[config.mk]
export PLATFORM = sky130hd
export DESIGN_NAME = mu0_mem_arbiter_flat
export DESIGN_NICKNAME = d
export VERILOG_FILES = /design/src/rtl/mu0_pkg.sv /design/src/rtl/mu0_mem_arbiter_if.sv /design/src/rtl/mu0_rr_pick.sv /design/src/rtl/mu0_mem_arbiter.sv /design/src/flat_wrapper.sv
export SDC_FILE = /design/constraint.sdc
export NUM_CORES = 1
export LEC_CHECK = 0
export CAP_MARGIN = 20
export CORE_ASPECT_RATIO = 0.5
export CORE_MARGIN = 1
export CORE_UTILIZATION = 38
export CTS_BUF_LIST = sky130_fd_sc_hd__clkbuf_4
export CTS_CLUSTER_SIZE = 16
export DETAILED_ROUTE_END_ITERATION = 7
export PLACE_DENSITY = 0.79
export SKIP_CTS_REPAIR_TIMING = 1
export SYNTH_ARGS = -nofsm -noshare
export SYNTH_HDL_FRONTEND = slang
export SYNTH_SLANG_ARGS = --single-unit
[constraint.sdc]
create_clock -name clk -period 1.48 [get_ports clk]
set_input_delay 0.296 -clock clk [delete_from_list [all_inputs] [get_ports clk]]
set_output_delay 0.296 -clock clk [all_outputs]
set_load 0.005 [all_outputs]
[src/rtl/mu0_pkg.sv]
// MU0 shared definitions: arbiter state and owner encodings, default bus widths,
// and the opcode constants used by the core controller.
package mu0_pkg;

  localparam int MU0_AW = 12;
  localparam int MU0_DW = 16;

  typedef enum logic [1:0] {
    ST_IDLE   = 2'd0,
    ST_ACCESS = 2'd1,
    ST_DONE   = 2'd2
  } arb_state_e;

  typedef enum logic {
    OWN_CPU = 1'b0,
    OWN_DMA = 1'b1
  } owner_e;

  localparam logic [3:0] OP_LDA = 4'h0;
  localparam logic [3:0] OP_STO = 4'h1;
  localparam logic [3:0] OP_ADD = 4'h2;
  localparam logic [3:0] OP_SUB = 4'h3;
  localparam logic [3:0] OP_JMP = 4'h4;
  localparam logic [3:0] OP_JGE = 4'h5;
  localparam logic [3:0] OP_JNE = 4'h6;
  localparam logic [3:0] OP_STP = 4'h7;

  // A zero-wait configuration still needs a one-bit counter.
  function automatic int cnt_width(input int wait_cycles);
    return (wait_cycles < 1) ? 1 : $clog2(wait_cycles + 1);
  endfunction

endpackage

[src/rtl/mu0_mem_arbiter_if.sv]
// Bundle of requester (CPU, DMA) and memory-side signals around the MU0 memory arbiter.
// master = requesters plus memory model, slave = the arbiter.
interface mu0_mem_arbiter_if
  import mu0_pkg::*;
#(
  parameter int AW = MU0_AW,
  parameter int DW = MU0_DW
);

  logic          cpu_req;
  logic          cpu_rnw;
  logic [AW-1:0] cpu_addr;
  logic [DW-1:0] cpu_wdata;
  logic [DW-1:0] cpu_rdata;
  logic          cpu_ack;
  logic          cpu_wait;

  logic          dma_req;
  logic          dma_rnw;
  logic [AW-1:0] dma_addr;
  logic [DW-1:0] dma_wdata;
  logic [DW-1:0] dma_rdata;
  logic          dma_ack;

  logic          mem_cs;
  logic          mem_we;
  logic [AW-1:0] mem_addr;
  logic [DW-1:0] mem_wdata;
  logic [DW-1:0] mem_rdata;
  logic          owner;

  modport slave (
    input  cpu_req, cpu_rnw, cpu_addr, cpu_wdata,
    output cpu_rdata, cpu_ack, cpu_wait,
    input  dma_req, dma_rnw, dma_addr, dma_wdata,
    output dma_rdata, dma_ack,
    output mem_cs, mem_we, mem_addr, mem_wdata,
    input  mem_rdata,
    output owner
  );

  modport master (
    output cpu_req, cpu_rnw, cpu_addr, cpu_wdata,
    input  cpu_rdata, cpu_ack, cpu_wait,
    output dma_req, dma_rnw, dma_addr, dma_wdata,
    input  dma_rdata, dma_ack,
    input  mem_cs, mem_we, mem_addr, mem_wdata,
    output mem_rdata,
    input  owner
  );

endinterface

[src/rtl/mu0_rr_pick.sv]
// Two-way round-robin chooser: a lone requester wins; on a tie the requester
// that did not own the previous access wins.
module mu0_rr_pick
  import mu0_pkg::*;
(
  input  logic [1:0] req_i,
  input  owner_e     last_owner_i,
  output owner_e     grant_o,
  output logic       valid_o
);

  // req_i[0] is the CPU, req_i[1] the DMA port.
  always_comb begin
    grant_o = OWN_CPU;
    valid_o = 1'b0;
    case (req_i)
      2'b01: begin
        grant_o = OWN_CPU;
        valid_o = 1'b1;
      end
      2'b10: begin
        grant_o = OWN_DMA;
        valid_o = 1'b1;
      end
      2'b11: begin
        valid_o = 1'b1;
        if (last_owner_i == OWN_CPU) begin
          grant_o = OWN_DMA;
        end else begin
          grant_o = OWN_CPU;
        end
      end
      default: begin
        grant_o = OWN_CPU;
        valid_o = 1'b0;
      end
    endcase
  end

endmodule

[src/rtl/mu0_mem_arbiter.sv]
// Shares the single MU0 memory between the core and a DMA/loader port: round-robin
// grant, latched access held for WAIT_CYCLES+1 cycles, registered rdata and one-cycle ack.
module mu0_mem_arbiter
  import mu0_pkg::*;
#(
  parameter int AW          = MU0_AW,
  parameter int DW          = MU0_DW,
  parameter int WAIT_CYCLES = 1
) (
  input  logic             clk,
  input  logic             reset,
  mu0_mem_arbiter_if.slave bus
);

  localparam int            CW       = cnt_width(WAIT_CYCLES);
  localparam logic [CW-1:0] CNT_INIT = CW'(WAIT_CYCLES);
  localparam logic [CW-1:0] CNT_ZERO = CW'(0);
  localparam logic [CW-1:0] CNT_ONE  = CW'(1);

  arb_state_e    state_q, state_d;
  logic [CW-1:0] cnt_q, cnt_d;
  owner_e        owner_q, owner_d;
  owner_e        last_owner_q, last_owner_d;
  logic          rnw_q, rnw_d;
  logic          mem_cs_q, mem_cs_d;
  logic          mem_we_q, mem_we_d;
  logic [AW-1:0] mem_addr_q, mem_addr_d;
  logic [DW-1:0] mem_wdata_q, mem_wdata_d;
  logic [DW-1:0] cpu_rdata_q, cpu_rdata_d;
  logic [DW-1:0] dma_rdata_q, dma_rdata_d;
  logic          cpu_ack_q, cpu_ack_d;
  logic          dma_ack_q, dma_ack_d;

  owner_e        pick_grant_s;
  logic          pick_valid_s;

  mu0_rr_pick u_pick (
    .req_i        ({bus.dma_req, bus.cpu_req}),
    .last_owner_i (last_owner_q),
    .grant_o      (pick_grant_s),
    .valid_o      (pick_valid_s)
  );

  // State and output registers; a reset mid-access drops mem_cs/mem_we at once.
  always_ff @(posedge clk or negedge reset) begin
    if (!reset) begin
      state_q      <= ST_IDLE;
      cnt_q        <= CNT_ZERO;
      owner_q      <= OWN_CPU;
      last_owner_q <= OWN_DMA;
      rnw_q        <= 1'b1;
      mem_cs_q     <= 1'b0;
      mem_we_q     <= 1'b0;
      mem_addr_q   <= '0;
      mem_wdata_q  <= '0;
      cpu_rdata_q  <= '0;
      dma_rdata_q  <= '0;
      cpu_ack_q    <= 1'b0;
      dma_ack_q    <= 1'b0;
    end else begin
      state_q      <= state_d;
      cnt_q        <= cnt_d;
      owner_q      <= owner_d;
      last_owner_q <= last_owner_d;
      rnw_q        <= rnw_d;
      mem_cs_q     <= mem_cs_d;
      mem_we_q     <= mem_we_d;
      mem_addr_q   <= mem_addr_d;
      mem_wdata_q  <= mem_wdata_d;
      cpu_rdata_q  <= cpu_rdata_d;
      dma_rdata_q  <= dma_rdata_d;
      cpu_ack_q    <= cpu_ack_d;
      dma_ack_q    <= dma_ack_d;
    end
  end

  // Next-state and next-output logic; acks default low so they pulse for one cycle.
  always_comb begin
    state_d      = state_q;
    cnt_d        = cnt_q;
    owner_d      = owner_q;
    last_owner_d = last_owner_q;
    rnw_d        = rnw_q;
    mem_cs_d     = mem_cs_q;
    mem_we_d     = mem_we_q;
    mem_addr_d   = mem_addr_q;
    mem_wdata_d  = mem_wdata_q;
    cpu_rdata_d  = cpu_rdata_q;
    dma_rdata_d  = dma_rdata_q;
    cpu_ack_d    = 1'b0;
    dma_ack_d    = 1'b0;

    case (state_q)
      ST_IDLE: begin
        if (pick_valid_s) begin
          owner_d      = pick_grant_s;
          last_owner_d = pick_grant_s;
          mem_cs_d     = 1'b1;
          cnt_d        = CNT_INIT;
          state_d      = ST_ACCESS;
          if (pick_grant_s == OWN_DMA) begin
            rnw_d       = bus.dma_rnw;
            mem_we_d    = ~bus.dma_rnw;
            mem_addr_d  = bus.dma_addr;
            mem_wdata_d = bus.dma_wdata;
          end else begin
            rnw_d       = bus.cpu_rnw;
            mem_we_d    = ~bus.cpu_rnw;
            mem_addr_d  = bus.cpu_addr;
            mem_wdata_d = bus.cpu_wdata;
          end
        end else begin
          mem_cs_d = 1'b0;
          mem_we_d = 1'b0;
        end
      end

      ST_ACCESS: begin
        if (cnt_q != CNT_ZERO) begin
          cnt_d = cnt_q - CNT_ONE;
        end else begin
          // mem_rdata is valid in this last select cycle.
          if (rnw_q && (owner_q == OWN_DMA)) begin
            dma_rdata_d = bus.mem_rdata;
          end else if (rnw_q) begin
            cpu_rdata_d = bus.mem_rdata;
          end else begin
            cpu_rdata_d = cpu_rdata_q;
          end
          if (owner_q == OWN_DMA) begin
            dma_ack_d = 1'b1;
          end else begin
            cpu_ack_d = 1'b1;
          end
          mem_cs_d = 1'b0;
          mem_we_d = 1'b0;
          state_d  = ST_DONE;
        end
      end

      ST_DONE: begin
        state_d = ST_IDLE;
      end

      default: begin
        state_d  = ST_IDLE;
        cnt_d    = CNT_ZERO;
        mem_cs_d = 1'b0;
        mem_we_d = 1'b0;
      end
    endcase
  end

  assign bus.mem_cs    = mem_cs_q;
  assign bus.mem_we    = mem_we_q;
  assign bus.mem_addr  = mem_addr_q;
  assign bus.mem_wdata = mem_wdata_q;
  assign bus.cpu_rdata = cpu_rdata_q;
  assign bus.dma_rdata = dma_rdata_q;
  assign bus.cpu_ack   = cpu_ack_q;
  assign bus.dma_ack   = dma_ack_q;
  assign bus.owner     = owner_q;
  assign bus.cpu_wait  = bus.cpu_req & ~cpu_ack_q;

endmodule

[src/flat_wrapper.sv]
// flat-port wrapper written by rule: the top's interface ports become plain ports
module mu0_mem_arbiter_flat import mu0_pkg::*;
#(
  parameter int AW          = MU0_AW,
  parameter int DW          = MU0_DW,
  parameter int WAIT_CYCLES = 1
)
  (clk, reset, bus_cpu_req, bus_cpu_rnw, bus_cpu_addr, bus_cpu_wdata, bus_cpu_rdata, bus_cpu_ack, bus_cpu_wait, bus_dma_req, bus_dma_rnw, bus_dma_addr, bus_dma_wdata, bus_dma_rdata, bus_dma_ack, bus_mem_cs, bus_mem_we, bus_mem_addr, bus_mem_wdata, bus_mem_rdata, bus_owner);
  mu0_mem_arbiter_if #(.AW(AW), .DW(DW)) bus_i ();
  input  logic clk;
  input  logic reset;
  input wire logic [$bits(bus_i.cpu_req)-1:0] bus_cpu_req;
  input wire logic [$bits(bus_i.cpu_rnw)-1:0] bus_cpu_rnw;
  input wire logic [$bits(bus_i.cpu_addr)-1:0] bus_cpu_addr;
  input wire logic [$bits(bus_i.cpu_wdata)-1:0] bus_cpu_wdata;
  output wire logic [$bits(bus_i.cpu_rdata)-1:0] bus_cpu_rdata;
  output wire logic [$bits(bus_i.cpu_ack)-1:0] bus_cpu_ack;
  output wire logic [$bits(bus_i.cpu_wait)-1:0] bus_cpu_wait;
  input wire logic [$bits(bus_i.dma_req)-1:0] bus_dma_req;
  input wire logic [$bits(bus_i.dma_rnw)-1:0] bus_dma_rnw;
  input wire logic [$bits(bus_i.dma_addr)-1:0] bus_dma_addr;
  input wire logic [$bits(bus_i.dma_wdata)-1:0] bus_dma_wdata;
  output wire logic [$bits(bus_i.dma_rdata)-1:0] bus_dma_rdata;
  output wire logic [$bits(bus_i.dma_ack)-1:0] bus_dma_ack;
  output wire logic [$bits(bus_i.mem_cs)-1:0] bus_mem_cs;
  output wire logic [$bits(bus_i.mem_we)-1:0] bus_mem_we;
  output wire logic [$bits(bus_i.mem_addr)-1:0] bus_mem_addr;
  output wire logic [$bits(bus_i.mem_wdata)-1:0] bus_mem_wdata;
  input wire logic [$bits(bus_i.mem_rdata)-1:0] bus_mem_rdata;
  output wire logic [$bits(bus_i.owner)-1:0] bus_owner;
  assign bus_i.cpu_req = bus_cpu_req;
  assign bus_i.cpu_rnw = bus_cpu_rnw;
  assign bus_i.cpu_addr = bus_cpu_addr;
  assign bus_i.cpu_wdata = bus_cpu_wdata;
  assign bus_cpu_rdata = bus_i.cpu_rdata;
  assign bus_cpu_ack = bus_i.cpu_ack;
  assign bus_cpu_wait = bus_i.cpu_wait;
  assign bus_i.dma_req = bus_dma_req;
  assign bus_i.dma_rnw = bus_dma_rnw;
  assign bus_i.dma_addr = bus_dma_addr;
  assign bus_i.dma_wdata = bus_dma_wdata;
  assign bus_dma_rdata = bus_i.dma_rdata;
  assign bus_dma_ack = bus_i.dma_ack;
  assign bus_mem_cs = bus_i.mem_cs;
  assign bus_mem_we = bus_i.mem_we;
  assign bus_mem_addr = bus_i.mem_addr;
  assign bus_mem_wdata = bus_i.mem_wdata;
  assign bus_i.mem_rdata = bus_mem_rdata;
  assign bus_owner = bus_i.owner;
  mu0_mem_arbiter #(.AW(AW), .DW(DW), .WAIT_CYCLES(WAIT_CYCLES)) u_core (.clk(clk), .reset(reset), .bus(bus_i));
endmodule
# [Yosys cells after proc, flatten, opt, wreduce, memory -nomap -nowiden]
# Index checks and enable logic that the tools add are counted.
[classes] n_reduce_logical=9 add_sub_neg=1 n_mux=24 eq_ne=7 bitwise_logic=7
[ops] op="two-way mux 16 bit" n=1
[ops] op="two-way mux 1 bit" n=15
[ops] op="two-way mux 12 bit" n=1
[ops] op="one-hot mux 1 bit (3 select lines)" n=3
[ops] op="AND reduction 2 bit" n=4
[ops] op="equality test 2 bit (second input constant)" n=3
[ops] op="NOT 1 bit" n=6
[ops] op="equality test 2 x 1 -> 1 bit (second input constant)" n=2
[ops] op="two-way mux 2 bit" n=2
[ops] op="one-hot mux 2 bit (2 select lines)" n=1
[ops] op="AND reduction 4 bit" n=1
[ops] op="AND reduction 3 bit" n=1
[ops] op="OR reduction 3 bit" n=1
[ops] op="logical NOT 2 bit" n=1
[ops] op="inequality test 2 x 1 -> 1 bit (second input constant)" n=1
[ops] op="inequality test 2 bit (second input constant)" n=1
[ops] op="one-hot mux 1 bit (2 select lines)" n=1
[ops] op="bitwise AND 1 bit" n=1
[ops] op="logical AND 1 bit" n=1
[ops] op="subtractor 1 bit (second input constant)" n=1
[totals] out_inout_bits=66 word_cells=61 register_bits=70 inputBits=78

# [Logic depth before layout (Yosys ltp)]
[depth] ltp_word=5 depth_mapped=6

# [By module]
# A second synthesis with hierarchy kept.
[unflattened] hier_cells=228 area_unflattened_um2=2960.3
[by_module_without_submodules] module="mu0_mem_arbiter" cells_per_inst=226 n_inst=1 area_each_um2=2946.6
[by_module_without_submodules] module="mu0_rr_pick" cells_per_inst=2 n_inst=1 area_each_um2=13.8

# [Worst setup path before layout]
# No wires, ideal clock.
[synth_timing] path_type="reg-to-reg" from="reg u_core.state_q[1]" to="reg u_core.cpu_rdata_q[10], in the netlist u_core.bus.cpu_rdata[10]" arrival_time_ps=1408 setup_time_ps=127 path_slack_ps=-56 t_required_ps=1353 synth_period_minus_slack_ps=1536 stages_incl_launch_ff=6 n_path_buf=2 cell_sequence="dfrtp_1 > nor3b_4 > and3b_1 > buf_4 > buf_6 > mux2_1"
[synth_via] elab_chain_len=2
[synth_lines] element="from (decl)" line_no="mu0_mem_arbiter.sv:20" text="arb_state_e state_q, state_d;"
[synth_lines] element="from (signal assigned)" line_no="mu0_mem_arbiter.sv:61" text="state_q <= state_d;"
[synth_lines] element="equality test 2 x 1 -> 1 bit" line_no="mu0_mem_arbiter.sv:93" text="case (state_q)"
[synth_lines] element="AND reduction 4 bit (no source line)"
[synth_lines] element="to (signal assigned)" line_no="mu0_mem_arbiter.sv:70" text="cpu_rdata_q <= cpu_rdata_d;"
[synth_lines] element="to (decl)" line_no="mu0_mem_arbiter.sv:29" text="logic [DW-1:0] cpu_rdata_q, cpu_rdata_d;"
# No other way between the ends.
# A chain may end at the register's enable or synchronous reset.

# [Final worst setup path]
[layout_timing] from="reg u_core.state_q[1]" to="reg u_core.cpu_rdata_q[15], in the netlist u_core.bus.cpu_rdata[15]"
# The elaborated chain is that of the path after synthesis.

==> results.py <==
metrics = {
    "synth": {
        "synth.most_common_cell": "dfrtp_1",
        "synth_cell_types": 26,
        "ys.flop_type": "dfrtp_1",
        "ys_top_cells_by_count": "dfrtp_1 (68), nand2_1 (60), a21oi_1 (30), a31oi_1 (30), mux2_2 (22)",
        "post-synth-top-area-cell": "dfrtp_1",
        "ys_seq_area_frac": 0.601,
        "ys_ff_latch": 70,
        "syn-cell-area_um2": 2920,
        "syn_nets": 339,
        "synthTopCellsByArea": "dfrtp_1 (58%), mux2_2 (8.5%), nand2_1 (7.7%)",
        "async_flop_share": 1.00,
        "syn_avg_cell_area_um2": 11.2,
        "synth_top_cell_area_share": 0.583,
        "syn_inst": 261,
        "synth_enable_flop_cells": 0,
        "ys_warn_count": 0,
    },
    "pwr": {
        "swShare": 0.317,
        "seqPwrFrac": 0.357,
        "pwr-share-clk": 0.137,
        "internal_power_mw": 6.60,
        "p_sw_mw": 3.07,
        "p_leak_nw": 2.73,
        "irDropWorstVdd_v": 0.000769,
        "power.density_nw_per_um2": 1880,
        "p_comb_frac": 0.506,
    },
    "timing": {
        "hold_viol": 0,
        "finalWorstSetupSlack_ns": -0.0426,
        "maxClockFrequency_ghz": 0.657,
        "min_period_ns": 1.52,
        "maxSlewViolCount": 0,
        "tightest_slew_ns": 0.331,
        "relSlewSlack": 0.777,
        "clock_skew_ns": 0.0149,
        "period_share": 1.03,
        "rsz0062_at_grt": "yes",
        "finalSetupViolCount": 11,
    },
    "global_routing": {
        "grt_pass1_wl_um": 12900,
        "grt_pass1_vias": 2692,
        "antenna_found_initial": 0,
        "grt_remaining_overflow": 0,
        "grtUsageTotal": 0.208,
        "grt_max_degree": 56,
    },
    "cells_and_area": {
        "multi_input_area_um2": 1100,
        "fin_util": 0.697,
        "antenna_cells": 0,
        "fill_cells": 506,
        "seq_area_um2": 1750,
        "layout.nets": 516,
        "syn2layout_area_growth_pct": 76.1,
        "finalNonFillerCells": 539,
        "final_layout_size_suffix_gt1_frac": 0.210,
    },
    "worst_setup_path": {
        "worstReg2RegEnd": "u_core.bus.cpu_rdata[15]",
        "r2r_slack_ns": -0.04,
        "critPathTopFamily": "simple AND/OR/NAND/NOR gates",
        "crit_type": "reg -> reg",
        "worstPathArrival_ns": 1.82,
        "slowest_delay_ns": 0.42,
        "critPathRequiredTime_ns": 1.77,
        "cp_slowest_cell": "dfrtp_1",
        "critPathCaptureType": "flop",
        "timing.rr.start": "u_core.state_q[1]",
        "reg2reg_depth": 4,
        "cp_cell_sequence": "nor3b_4, and3b_2, clkbuf_16, mux2_1",
        "cp-start-kind": "flop",
        "critPathMaxFanout": 8,
        "path_buf_inv": 1,
    },
    "floorplanning": {
        "fp.dieArea_um2": 8060,
        "start_util": 0.396,
        "die_w_um": 126,
        "row_count": 22,
        "io_pins": 144,
        "core_area_um2": 7380,
        "fp.dieH_um": 64.0,
    },
    "place": {
        "place.detailed.hpwl_um": 5740,
        "gp_congestion": 0.807,
        "port_buffers": 143,
        "dp_cells": 500,
    },
    "worst_hold_path": {
        "hold_class": "in -> async",
    },
    "status": {
        "violations": "negative setup slack",
        "status": "complete, but fails checks",
    },
    "drt": {
        "dr.pass1.iters": 4,
        "viasPerCell": 5.06,
        "vias": 2727,
        "drtIter0Drc": 190,
        "ant_nets": 0,
        "drc": 0,
        "drt-total-wl_um": 8890,
        "wl_per_cell_um": 16.5,
    },
    "clock_tree": {
        "cts_root_buffer": "clkbuf_4",
        "cts_tree": "yes",
        "ctsLongestPathBuffers": 2,
        "clkTransAtPathRegs_ns": 0.10,
        "cts_buffers": 9,
        "clock-sinks": 70,
        "ctsHtreeMaxLevel": 3,
        "worstSkewPairLatency_ns": 0.41,
    },
    "run": {
        "max_cap_violations": 0,
    },
}
## placed cells by master (no fill, tap or decap), types with 2 or more instances in the layout
cell             instances
mux2_2                  18
buf_2                    2
dfrtp_1                 68
dfstp_2                  2
nor2b_1                  2
mux2_4                  10
inv_1                    2
dlymetal6s2s_1          65
clkinv_1                 3
buf_12                   6
clkbuf_4                10
nand2_1                 60
mux2_1                   4
clkdlybuf4s50_1         76
buf_4                   34
a21oi_1                 30
and2_1                   2
a31oi_1                 30
bufinv_16                2
o21ai_0                  2
## area by class of cell
| type | count | area share |
|---|---|---|
| inverters | 2 | 0.00146 |
| well taps | 96 | 0.0234 |
| clock inverters | 6 | 0.0148 |
| clock buffers | 10 | 0.0146 |
| multi-input cells | 169 | 0.214 |
| repair buffers | 186 | 0.390 |
| flip-flops and latches | 70 | 0.341 |
## sequential cells by signal, indices dropped and copies added, names as in the netlist
register / flops
u_core.bus.cpu_ack: 1
u_core.bus.dma_ack: 1
u_core.rnw_q: 1
u_core.cnt_q: 1
u_core.bus.mem_we: 1
u_core.bus.mem_cs: 1
u_core.last_owner_q: 1
u_core.state_q: 2
u_core.bus.mem_addr: 12
u_core.bus.dma_rdata: 16
u_core.bus.owner: 1
u_core.bus.cpu_rdata: 16
u_core.bus.mem_wdata: 16
## kinds of logic after synthesis
| kind of cell | after synthesis | synth area share |
|---|---|---|
| AOI/OAI and AO/OA | 67 | 0.134 |
| buffers and inverters | 22 | 0.0369 |
| DFF | 70 | 0.601 |
| muxes | 32 | 0.123 |
| and+or+nand+nor | 70 | 0.105 |
## stage by stage
| stage | setup WS, ns | power (mW) | cell area [um2] | hold WS, ns | setup TNS [ns] |
|---|---|---|---|---|---|
| global route | -0.101 | 10.2 | 5140 | 0.398 | -1.01 |
| finish | -0.0426 | 9.66 | 5140 | 0.415 | -0.263 |
| floorplan | -0.0409 | 5.24 | 2930 | 0.000409 | -0.367 |
| detailed placement | -0.299 | 8.00 | 4600 | 0.293 | -8.56 |
| CTS | -0.278 | 9.37 | 4760 | -0.178 | -9.39 |
| global placement | -0.232 | 7.81 | 4600 | 0.288 | -7.01 |
## worst register-to-register path, stage by stage, from the launching register on
cell	delay [ns]
dfrtp_1	0.42
nor3b_4	0.21
and3b_2	0.29
clkbuf_16	0.18
mux2_1	0.32
## per-layer routing
layer  vias to the layer above  wire, um  track usage
met5                         -         0            0
met4                         0       231       0.0979
li1                       1270         -            -
met3                        21       471       0.0452
met1                      1323      3510        0.238
met2                       113      4680        0.376
## power groups by stage
stage	clock network (mW)	registers, mW	logic (mW)
2_1_floorplan	0	3.52	1.72
3_3_place_gp	0	3.46	4.35
3_5_place_dp	0	3.50	4.50
4_1_cts	1.37	3.48	4.53
5_1_grt	1.44	3.55	5.24
6_report	1.32	3.45	4.89
## worst max path at each step
stage / start / to / depth (start not counted)
6_report: u_core.state_q[1] / u_core.bus.cpu_rdata[15] / 4
5_1_grt: u_core.state_q[1] / u_core.bus.cpu_rdata[15] / 4
4_1_cts: u_core.bus.cpu_ack / bus_cpu_wait / 2
3_5_place_dp: bus_cpu_req / u_core.bus.mem_wdata[6] / 7
3_3_place_gp: bus_cpu_req / bus_cpu_wait / 3
2_1_floorplan: u_core.cnt_q / u_core.bus.cpu_rdata[12] / 5
No activity file was read; power rests on OpenSTA's default activity.
